$ cat src/rtl/rx_timer.sv
`default_nettype none
// ============================================================================
// Module  : rx_timer
// Purpose : USB receive bit-timing recovery: mid-bit sample strobe, stuffing-
//           aware shift enable and byte-received pulse. Build option
//           RX_TIMER_RESYNC_EN re-aligns the bit phase on every line edge.
// Revision: 1.0 - initial release
// ============================================================================
module rx_timer #(
    parameter int BIT_PERIOD = 8
) (
    input  logic clk,
    input  logic rst,
    input  logic enable_timer,
    input  logic d_edge,
    input  logic bit_stuffed,
    output logic sample_strobe,
    output logic shift_enable,
    output logic byte_received
);

    localparam int PW = $clog2(BIT_PERIOD);
    localparam logic [PW-1:0] c_sample_phase = PW'(BIT_PERIOD / 2);
    localparam logic [PW-1:0] c_last_phase   = PW'(BIT_PERIOD - 1);
    localparam logic [PW-1:0] c_one          = PW'(1);

    typedef enum logic [1:0] {
        IDLE      = 2'd0,
        SYNC_WAIT = 2'd1,
        RUN       = 2'd2
    } state_t;

    state_t          r_state, w_state_next;
    logic [PW-1:0]   r_phase, w_phase_next;
    logic [2:0]      r_bit,   w_bit_next;
    logic            r_byte,  w_byte_next;
    logic            w_strobe;
    logic            w_shift;

    always_ff @(posedge clk or posedge rst) begin
        if (rst) begin
            r_state <= IDLE;
            r_phase <= '0;
            r_bit   <= '0;
            r_byte  <= 1'b0;
        end else begin
            r_state <= w_state_next;
            r_phase <= w_phase_next;
            r_bit   <= w_bit_next;
            r_byte  <= w_byte_next;
        end
    end

    always_comb begin
        w_state_next = r_state;
        w_phase_next = r_phase;
        w_bit_next   = r_bit;
        w_byte_next  = 1'b0;
        w_strobe     = 1'b0;
        w_shift      = 1'b0;

        case (r_state)
            IDLE: begin
                w_phase_next = '0;
                w_bit_next   = '0;
                if (enable_timer) begin
                    w_state_next = SYNC_WAIT;
                end
            end
            SYNC_WAIT: begin
                // The locking edge itself is phase 0 of the first bit.
                w_phase_next = '0;
                if (d_edge) begin
                    w_state_next = RUN;
                    w_phase_next = c_one;
                end
            end
            RUN: begin
`ifdef RX_TIMER_RESYNC_EN
                // An edge on the sample phase wins: the bit is re-timed, not sampled.
                w_strobe = (r_phase == c_sample_phase) && !d_edge;
                if (d_edge) begin
                    w_phase_next = c_one;
                end else begin
                    w_phase_next = (r_phase == c_last_phase) ? '0 : r_phase + c_one;
                end
`else
                w_strobe     = (r_phase == c_sample_phase);
                w_phase_next = (r_phase == c_last_phase) ? '0 : r_phase + c_one;
`endif
            end
            default: begin
                w_state_next = IDLE;
            end
        endcase

        // Dropping enable aborts any partial byte in the same cycle.
        if (!enable_timer) begin
            w_state_next = IDLE;
            w_phase_next = '0;
            w_bit_next   = '0;
            w_strobe     = 1'b0;
        end

        w_shift = w_strobe && !bit_stuffed;
        if (w_shift) begin
            w_bit_next  = r_bit + 3'd1;
            w_byte_next = (r_bit == 3'd7);
        end
    end

    assign sample_strobe = w_strobe;
    assign shift_enable  = w_shift;
    assign byte_received = r_byte && enable_timer;

endmodule
`default_nettype wire

$ cat config.mk
export PLATFORM = sky130hd
export DESIGN_NAME = rx_timer
export DESIGN_NICKNAME = d
export VERILOG_FILES = /design/src/rtl/rx_timer.sv
export SDC_FILE = /design/constraint.sdc
export NUM_CORES = 1
export LEC_CHECK = 0
export ABC_AREA = 1
export CAP_MARGIN = 10
export CORE_MARGIN = 2
export CORE_UTILIZATION = 40
export CTS_BUF_LIST = sky130_fd_sc_hd__clkbuf_16
export DETAILED_ROUTE_END_ITERATION = 10
export HOLD_SLACK_MARGIN = 0.02
export PLACE_DENSITY = 0.71
export RECOVER_POWER = 25
export SKIP_CTS_REPAIR_TIMING = 1
export SLEW_MARGIN = 30
export SYNTH_ARGS = -nofsm -noshare
export SYNTH_HDL_FRONTEND = slang
export SYNTH_SLANG_ARGS = --single-unit
$ cat constraint.sdc
create_clock -name clk -period 1.73 [get_ports clk]
set_clock_uncertainty 0.15 [all_clocks]
set_input_delay 0.2595 -clock clk [delete_from_list [all_inputs] [get_ports clk]]
set_output_delay 0.2595 -clock clk [all_outputs]
set_load 0.01 [all_outputs]
==> impl_metrics.toml <==
[yosys]
syn_inst = 69
seq_area_frac_synth_pct = 37.1
synth-seq-cells = 9
yosys_warnings = 0
synthFlopType = "dfrtp_1"
synth_cell_type_count = 16
synth_nets = 83
yosys.area.top_type = "dfrtp_1"
synth-async-reset-ratio_pct = 100
synth.cell_area_um2 = 607
synthTopCellsByArea = "dfrtp_1 37%, ha_1 19%, inv_1 8.7%"
avgSynthCellArea_um2 = 8.79
synth_edf_count = 0
synth_top_area_share_pct = 37.1
synthTopCellsByCount = "14 x inv_1, 13 x nand2_1, 9 x dfrtp_1, 9 x ha_1, 8 x nand3_1"
yosysMostFrequentCell = "inv_1"

[clocking]
worstSkewPairLatency_ns = 0.23
clk_pin_slew_ns = 0.04
cts_tree = "done"
htreeDepth = 1
cts_sinks = 9
cts_buffer_depth = 2
root_buffer = "clkbuf_16"
cts_buffers = 3

[pwr]
ir_worst_vdd_mv = 0.584
p_leak_nw = 0.526
power_density_nw_per_um2 = 1150

[global_routing]
grt_pass1_vias = 502
grt_pass1_wl_um = 2080
grt_max_degree = 10
overflow = 0
antenna_found_initial = 0
grt_use_total_pct = 16.0

[final_layout]
area_delta_synth_final_pct = 44.3
diodes = 0
layout-drive-gt1-share_pct = 30.8
nets = 106
final_cells = 107

[floorplanning]
rows = 14
dieArea_um2 = 1840
fp.dieW_um = 43.0
die_h_um = 43.0
io_pins = 8
start_util_pct = 41.2
core_area_um2 = 1470

[hold_path]
hp-class = "input port to asynchronous set/reset pin"

[sta]
setup_viol = 0
holdWs_ns = 0.268
fmax_mhz = 592
slew_headroom_pct = 78.3
slew_viol_final = 0
min_period_ns = 1.69
hold_violations = 0
rsz0062_at_grt = "true"
final.period_utilization_pct = 97.7
worst_pin_slew_ns = 0.325

[setup_path]
cp.required_ns = 1.32
reg2reg_from = "r_state[1]"
startpoint_type = "flip-flop"
r2r_setup_slack_ns = 0.28
critPathLaunch = "r_phase[1]"
path_max_fanout = 3
cp.arrival_ns = 1.28
r2r_cells = 6
end_kind = "output pin"
path_class = "flip-flop to output pin"

[route]
remaining_drc_errors = 0
first_iter_violations = 5
viasPerCell = 4.78
vias = 511
post_drt_wl_per_cell_um = 11.0
wl_um = 1180
firstDrtPassIters = 4
ant_nets = 0

[placed_design]
hpwl_um = 930
gp_congestion = 0.815
io_buffer_count = 7
dp_cells = 103

[status]
status = "finished, final reports clean"

[run]
maxCapViolCount = 0
## report_power, final
group	switching, mW	total [mW]	leakage (nW)	internal [mW]
combinational	0.190	0.357	0.360	0.167
sequential	0.0210	0.258	0.124	0.237
clock	0.0925	0.394	0.0423	0.301
total	0.303	1.01	0.526	0.706
## through the flow
step           setup TNS, ns  utilization [%]  setup slack (ns)  power (mW)  cell area, um^2
3_3_place_gp          -0.782             52.7            -0.292       0.584              776
4_1_cts                -1.11             58.1            -0.453       0.999              855
6_report                   0             59.5            0.0394        1.01              876
2_1_floorplan              0                -             0.213       0.454              607
3_5_place_dp          -0.796             52.7            -0.296       0.594              776
5_1_grt              -0.0629             59.5           -0.0583        1.08              876
## area by class of cell
cell class	instances	area (um^2)
clock buffers	3	75.1
clock inverters	1	3.75
fillers	136	596
inverters	15	56.3
multi-input cells	44	332
flip-flops and latches	9	225
well taps	16	20.0
repair buffers	19	164
## critical path, cell delays in order (launching register included)
cell      delay, ns
dfrtp_1        0.39
inv_2          0.07
ha_2           0.18
nand2_2        0.09
nor2_8         0.11
nand2_4        0.05
inv_1          0.05
clkbuf_2       0.12
## sequential cells by signal (all words and copies together), names as in the netlist
name and cells:
r_state 2, r_bit 3, r_byte 1, r_phase 3
## placed cells by master, fill, tap and decap left out, drive strengths merged
cell	instances
o21ai	5
clkdlybuf4s50	3
dlymetal6s2s	2
dlygate4sd3	1
nor2	3
nand3b	1
nand4	3
dfrtp	9
nand2	15
inv	16
buf	12
nand3	8
clkbuf	4
ha	9
## logic make-up after synthesis
kind of cell,synth area share [%]
DFF,37.1
buffers and inverters,11.1
AOI/OAI and AO/OA,4.74
and+or+nand+nor,28.5
adders and majority gates,18.6
## worst paths after layout
path                                 to
max                        shift_enable
min                            r_bit[2]
max reg2reg                  r_state[1]
min reg2reg                    r_bit[2]
max in group asynchronous      r_bit[0]
min in group clk             r_phase[0]
## layer usage
metal	global-route usage (%)	wire, um
met1	18.7	524
met2	25.5	572
met3	7.66	71
met4	5.45	10
met5	0	0
(Power assumes the default switching activity.)
